**src/rtl/mc_controller.sv**
```systemverilog
// mc_controller: multicycle MIPS control FSM sharing one ALU, one memory port and the register file.
// Latency: outputs are a combinational decode of the current state plus op/funct/zero; the state advances every clock.
// Backpressure: none by default; with MEM_WAIT_EN defined, FETCH/MEMRD/MEMWR stall on mem_ready.
// Optional feature macro: MEM_WAIT_EN (adds input mem_ready and memory wait states).
// Ports: clk, reset (sync, active-high); op/funct from the IR; zero from the ALU;
//        pcen, iord, memwrite, irwrite, regdst, memtoreg, regwrite, alusrca, alusrcb,
//        signext, shiftl16, pcsrc, alucontrol, illegal, state (debug).
module mc_controller #(
  parameter int ILLEGAL_TRAP = 0
) (
  input  logic       clk,
  input  logic       reset,
`ifdef MEM_WAIT_EN
  input  logic       mem_ready,
`endif
  input  logic [5:0] op,
  input  logic [5:0] funct,
  input  logic       zero,
  output logic       pcen,
  output logic       iord,
  output logic       memwrite,
  output logic       irwrite,
  output logic       regdst,
  output logic       memtoreg,
  output logic       regwrite,
  output logic       alusrca,
  output logic [1:0] alusrcb,
  output logic       signext,
  output logic       shiftl16,
  output logic [1:0] pcsrc,
  output logic [2:0] alucontrol,
  output logic       illegal,
  output logic [3:0] state
);

  typedef enum logic [3:0] {
    FETCH  = 4'd0,  DECODE = 4'd1,  MEMADR = 4'd2,  MEMRD = 4'd3,
    MEMWB  = 4'd4,  MEMWR  = 4'd5,  EXEC   = 4'd6,  ALUWB = 4'd7,
    BRANCH = 4'd8,  IEXEC  = 4'd9,  IWB    = 4'd10, JUMP  = 4'd11,
    HALT   = 4'd12
  } state_t;

  localparam logic [2:0] ALU_AND = 3'b000;
  localparam logic [2:0] ALU_OR  = 3'b001;
  localparam logic [2:0] ALU_ADD = 3'b010;
  localparam logic [2:0] ALU_SUB = 3'b110;
  localparam logic [2:0] ALU_SLT = 3'b111;

  state_t st;
  logic   mrdy;
  logic   funct_ok;
  logic [2:0] funct_alu;

`ifdef MEM_WAIT_EN
  assign mrdy = mem_ready;
`else
  assign mrdy = 1'b1;
`endif

  assign state = st;

  // R-type function decode, shared by the EXEC outputs and the EXEC exit.
  always_comb begin
    funct_ok  = 1'b1;
    funct_alu = ALU_AND;
    case (funct)
      6'b100000, 6'b100001: funct_alu = ALU_ADD;
      6'b100010, 6'b100011: funct_alu = ALU_SUB;
      6'b100100:            funct_alu = ALU_AND;
      6'b100101:            funct_alu = ALU_OR;
      6'b101010, 6'b101011: funct_alu = ALU_SLT;
      default:              funct_ok  = 1'b0;
    endcase
  end

  always_ff @(posedge clk) begin
    if (reset) begin
      st <= FETCH;
    end else begin
      case (st)
        FETCH:  if (mrdy) st <= DECODE;
        DECODE: begin
          case (op)
            6'b000000:                                st <= EXEC;
            6'b100011, 6'b101011:                     st <= MEMADR;
            6'b000100, 6'b000101:                     st <= BRANCH;
            6'b001000, 6'b001001, 6'b001101, 6'b001111: st <= IEXEC;
            6'b000010:                                st <= JUMP;
            default:                                  st <= (ILLEGAL_TRAP != 0) ? HALT : FETCH;
          endcase
        end
        MEMADR: st <= (op == 6'b100011) ? MEMRD : MEMWR;
        MEMRD:  if (mrdy) st <= MEMWB;
        MEMWR:  if (mrdy) st <= FETCH;
        EXEC:   st <= funct_ok ? ALUWB : FETCH;
        IEXEC:  st <= IWB;
        HALT:   st <= HALT;
        default: st <= FETCH;   // MEMWB, ALUWB, BRANCH, IWB, JUMP and unused encodings
      endcase
    end
  end

  always_comb begin
    pcen       = 1'b0;
    iord       = 1'b0;
    memwrite   = 1'b0;
    irwrite    = 1'b0;
    regdst     = 1'b0;
    memtoreg   = 1'b0;
    regwrite   = 1'b0;
    alusrca    = 1'b0;
    alusrcb    = 2'b00;
    signext    = 1'b0;
    shiftl16   = 1'b0;
    pcsrc      = 2'b00;
    alucontrol = ALU_AND;
    illegal    = 1'b0;
    if (!reset) begin
      case (st)
        FETCH: begin
          // PC+4 computed while the instruction is read; both loads wait for memory.
          irwrite    = mrdy;
          pcen       = mrdy;
          alusrcb    = 2'b01;
          alucontrol = ALU_ADD;
        end
        DECODE: begin
          // Branch target precomputed into ALUOut.
          alusrcb    = 2'b11;
          signext    = 1'b1;
          alucontrol = ALU_ADD;
          case (op)
            6'b000000, 6'b100011, 6'b101011, 6'b000100, 6'b000101,
            6'b001000, 6'b001001, 6'b001101, 6'b001111, 6'b000010: illegal = 1'b0;
            default: illegal = 1'b1;
          endcase
        end
        MEMADR: begin
          alusrca    = 1'b1;
          alusrcb    = 2'b10;
          signext    = 1'b1;
          alucontrol = ALU_ADD;
        end
        MEMRD: iord = 1'b1;
        MEMWB: begin
          memtoreg = 1'b1;
          regwrite = 1'b1;
        end
        MEMWR: begin
          iord     = 1'b1;
          memwrite = 1'b1;
        end
        EXEC: begin
          alusrca    = 1'b1;
          alucontrol = funct_alu;
          illegal    = ~funct_ok;
        end
        ALUWB: begin
          regdst   = 1'b1;
          regwrite = 1'b1;
        end
        BRANCH: begin
          alusrca    = 1'b1;
          alucontrol = ALU_SUB;
          pcsrc      = 2'b01;
          pcen       = (op == 6'b000101) ? ~zero : zero;
        end
        IEXEC: begin
          alusrca = 1'b1;
          alusrcb = 2'b10;
          case (op)
            6'b001101: alucontrol = ALU_OR;
            6'b001111: begin
              shiftl16   = 1'b1;
              alucontrol = ALU_ADD;
            end
            default: begin
              signext    = 1'b1;
              alucontrol = ALU_ADD;
            end
          endcase
        end
        IWB: regwrite = 1'b1;
        JUMP: begin
          pcsrc = 2'b10;
          pcen  = 1'b1;
        end
        default: ;   // HALT and unused encodings drive nothing
      endcase
    end
  end

endmodule

```
**config.mk**
```make
export PLATFORM = sky130hd
export DESIGN_NAME = mc_controller
export DESIGN_NICKNAME = d
export VERILOG_FILES = /design/src/rtl/mc_controller.sv
export SDC_FILE = /design/constraint.sdc
export NUM_CORES = 1
export LEC_CHECK = 0
export CAP_MARGIN = 20
export CORE_MARGIN = 1.5
export CORE_UTILIZATION = 30
export DETAILED_ROUTE_END_ITERATION = 8
export GPL_ROUTABILITY_DRIVEN = 1
export GPL_TIMING_DRIVEN = 0
export SYNTH_ARGS = -nofsm -noshare
export SYNTH_HDL_FRONTEND = slang
export SYNTH_SLANG_ARGS = --single-unit
```
**constraint.sdc**
```tcl
create_clock -name clk -period 2.41 [get_ports clk]
set_clock_uncertainty 0.2 [all_clocks]
set_input_delay 0.241 -clock clk [delete_from_list [all_inputs] [get_ports clk]]
set_output_delay 0.241 -clock clk [all_outputs]
set_load 0.05 [all_outputs]
```
# After elaboration in Yosys (flattened, before gate mapping)
# Cells that the tools add are included.
# totals
word_cells,89
in_bits,15
register_bits,4
# op_classes
n_mux,39
n_reduce_logical,18
n_eq_ne,29
n_bitwise,2
# op_table
op,count
"6-bit == test, second input constant",10
4-bit one-hot mux with 7 select lines,1
"6-bit by 4-bit == test with 1-bit output, second input constant",4
1-bit 2-to-1 mux,24
3-bit one-hot mux with 4 select lines,2
"4-bit == test, second input constant",5
4-bit one-hot mux with 5 select lines,1
2-bit OR reduction,10
"4-bit by 3-bit == test with 1-bit output, second input constant",4
"6-bit by 3-bit == test with 1-bit output, second input constant",2
10-bit OR reduction,1
3-bit 2-to-1 mux,3
"4-bit by 2-bit == test with 1-bit output, second input constant",2
4-bit OR reduction,2
8-bit OR reduction,1
"6-bit by 2-bit == test with 1-bit output, second input constant",1
6-bit zero test,1
2-bit 2-to-1 mux,3
1-bit one-hot mux with 2 select lines,3
2-bit one-hot mux with 3 select lines,1
3-bit OR reduction,2
"4-bit by 1-bit == test with 1-bit output, second input constant",1
4-bit zero test,1
2-bit one-hot mux with 2 select lines,1
1-bit inverter,2

# Logic depth before layout (Yosys ltp)
# logic_depth
ltp_word,6
depth_mapped,6
mapped_depth_nobuf,4

# Least setup slack after synthesis
# Ideal clock, no wire load.
# synth_timing
path_type,reg2out
start,reg st[1] (netlist: state[1])
end,out iord
slack_ns,-0.933
n_path_buf,2
required_time_ns,1.969
stages_incl_launch_ff,5
arrival_ns,2.902
path_cell_list,dfxtp_1 -> clkbuf_1 -> clkbuf_1 -> xnor2_1 -> nor4b_1
# synth_via
elab_chain_len,4
# synth_lines
item,line_no,rtl
"start, declared",49,state_t st;
"start signal, assigned",89,default: st <= (ILLEGAL_TRAP != 0) ? HALT : FETCH;
"start signal, assigned",92,MEMADR: st <= (op == 6'b100011) ? MEMRD : MEMWR;
"start signal, assigned",95,EXEC: st <= funct_ok ? ALUWB : FETCH;
4-bit by 3-bit == test with 1-bit output or 4-bit by 2-bit == test with 1-bit output (tied branches),119,case (st)
2-bit OR reduction (no source line) *,n/a,
1-bit 2-to-1 mux *,119,
1-bit 2-to-1 mux *,118,if (!reset) begin
"end, declared",20,"output logic iord,"
# Mark *: on every way between the ends. The rest lies on a longest branch, timed or not.

# Worst setup path after layout
# layout_timing
start,in op[0]
end,out illegal
# layout_via
elab_chain_len,5
# layout_lines
item,line_no,rtl
"start, declared",16,"input logic [5:0] op,"
"6-bit == test, or another cell as far along",132,case (op)
10-bit OR reduction *,132,
1-bit 2-to-1 mux *,132,
1-bit one-hot mux with 2 select lines *,119,
1-bit 2-to-1 mux *,118,
"end, declared",32,"output logic illegal,"
# Marks and branches as above.

==> results.yml <==
clock_tree:
  insertion_delay_ns: 0.23
  numCtsBuffers: 3
  clk_transition_reported_paths_ns: 0.04
  cts.sinks: 4
  ctsHoldBuffers: 0
  clockRootBuffer: "clkbuf_4"
  h-tree-depth: 1
  cts_tree: "built"
  clockBufferDepth: 2
cells_and_area:
  syn_to_final_growth_pct: 63.7
  largest_reg_flops: 4
  fin_util_pct: 52.9
  antenna_cells: 0
  final_cell_mix: "15 x nor2_1, 15 x clkdlybuf4s50_1, 9 x clkbuf_2, 9 x nand2_1"
  finalNetCount: 167
  layout-drive-gt1-share_pct: 30.0
yosys:
  synth_area_leaders: "dfxtp_1 11%, nor2_1 8.8%, nor2b_1 6.9%, nand2b_1 5.2%, nand2_1 4.6%"
  netlist_area_sq_um: 728
  postSynthAreaPerCell_sq_um: 6.44
  syn-instance-count: 113
  ys_seq_elements: 4
  yosysWarnings: 0
  syn-num-nets: 128
  synth.top_cell.area_share_pct: 11.0
  ys_types: 43
  ys_seq_area_share_pct: 11.0
  synth_top_area_cell: "dfxtp_1"
setup_path:
  worstPathRequired_ns: 1.97
  arrival_ns: 1.92
  worstPathMaxFanout: 5
  start_kind: "input pin"
  path_class: "in -> out"
  end_kind: "output port"
  rrSetupSlack_ns: 0.92
sta:
  fin_setup_tns_ns: 0
  setup_viol: 0
  worst_slack_ns: 0.0447
  slew-limit-headroom_pct: 66.6
  fin_crit_ns: 2.37
  maxSlewViolCount: 0
  worstMarginPinSlew_ns: 0.499
  rsz0062_at_grt: "no"
  hold_viol: 0
  finalCritPeriodShare_pct: 98.1
  clock.fmax_ghz: 0.423
grt:
  grt.total_usage_pct: 19.9
  use_met3_pct: 2.86
  use_met1_pct: 26.3
  grt_pass1_wl_microns: 4250
  first_global_vias: 950
  grt_max_degree: 11
  top_usage_layer: "met2"
  gr-usage-met2_pct: 35.0
  antenna_found_initial: 0
  grt_overflow: 0
detailed_routing:
  drtAntennaViolNets: 0
  avgViaCountPerCell: 5.51
  remaining_drc_errors: 0
  drt_iter0_drc: 15
  routed_wirelength_microns: 2490
  drt-wirelength-per-cell_microns: 14.0
  first_pass_iters: 4
  vias: 980
placement:
  portBuffers: 33
  place_ws_ns: -0.570
  dp_hpwl_microns: 1910
  gp_congestion: 0.803
die:
  rows: 17
  dieArea_sq_mm: 0.00273
  initial_core_util_pct: 32.3
  die_h_microns: 52.3
  io_pins: 37
  core_area_sq_mm: 0.00225
  fp.dieW_microns: 52.3
power:
  irDropWorstVdd_v: 0.000155
  pwr_density_cell_mw_per_mm2: 270
  power_mw: 0.322
  leakagePower_nw: 0.460
job:
  maxCapViolCount: 0
status:
  status: "completed"
hold_path:
  hp-class: "in -> reg"
-- cells by family after synthesis --
kind of cell / count (synthesis) / share of synthesized area, %
xor+xnor: 3 / 3.61
buf+inv: 11 / 7.04
compound gates: 27 / 26.3
simple gates: 68 / 52.1
flops: 4 / 11.0
-- worst paths after layout --
| check | from | end | cells past startpoint |
|---|---|---|---|
| min reg2reg | state[0] | state[3] | 3 |
| max reg2reg | state[1] | state[1] | 5 |
| min | op[3] | state[1] | 4 |
| max | op[0] | illegal | 6 |
-- what timing repair did --
action | CTS | global route
endpoints found under the setup margin | 18 | 10
setup buffers | 0 | 1
gates resized for setup | 53 | 15
pin swaps | 0 | 1
-- stage by stage --
step	hold WS (ns)	instances	area [sq um]
2_1_floorplan	0.121	113	800
3_3_place_gp	0.455	174	1160
3_5_place_dp	0.451	174	1160
4_1_cts	0.196	177	1190
5_1_grt	0.247	178	1190
6_report	0.200	178	1190
-- power by group --
part	switching, mW	internal (mW)	total (mW)
sequential	0.00514	0.0687	0.0739
clock	0.0279	0.0557	0.0837
combinational	0.0996	0.0653	0.165
total	0.133	0.190	0.322
-- per-layer routing --
metal | wire length [microns] | share of wire (%)
met1 | 1200 | 48
met2 | 1150 | 46
met3 | 135 | 5.4
met4 | 10 | 0.40
met5 | 0 | 0
-- cells in the mapped netlist --
| master | count |
|---|---|
| a22oi_1 | 1 |
| o311ai_0 | 1 |
| and2_1 | 2 |
| a2111oi_2 | 1 |
| o2bb2ai_1 | 1 |
| nand4_1 | 1 |
| or3_1 | 1 |
| clkbuf_1 | 6 |
| nand2_1 | 9 |
| inv_1 | 2 |
| and3b_1 | 1 |
| o2111ai_1 | 1 |
| a41o_1 | 1 |
| and4_1 | 1 |
| nand2b_1 | 6 |
| nor4_1 | 2 |
| nor2_1 | 17 |
| nor3_1 | 6 |
| and3_1 | 1 |
| o211ai_1 | 1 |
| nand3_1 | 4 |
| and4b_1 | 1 |
| buf_2 | 1 |
| a31o_2 | 1 |
| nor4bb_1 | 1 |
| clkbuf_2 | 1 |
| or4b_4 | 1 |
| a21boi_0 | 4 |
| a221oi_1 | 1 |
| or3_2 | 1 |
| nor4b_1 | 2 |
| nand4b_1 | 1 |
| dfxtp_1 | 4 |
| o22ai_1 | 2 |
| or3b_2 | 1 |
| nor2b_1 | 8 |
| a211o_1 | 1 |
| o21ai_0 | 6 |
| a21oi_1 | 4 |
| xnor2_1 | 3 |
| a31oi_1 | 1 |
| buf_6 | 1 |
| or2_2 | 1 |
-- worst max-delay path: stages --
cell and delay (ns):
clkdlybuf4s50_1 0.47, or4b_4 0.57, o211ai_1 0.13, nand2_1 0.10, a41o_1 0.21, clkbuf_4 0.21
-- area by class of cell --
cell class / count / area (sq um)
Clock buffer: 3 / 22.5
Sequential cell: 4 / 80.1
Timing Repair Buffer: 34 / 307
Buffer: 9 / 53.8
Tap cell: 28 / 35.0
Inverter: 2 / 7.51
Multi-Input combinational cell: 98 / 687
Fill cell: 262 / 1060
Power figures use the tool's default switching activity.
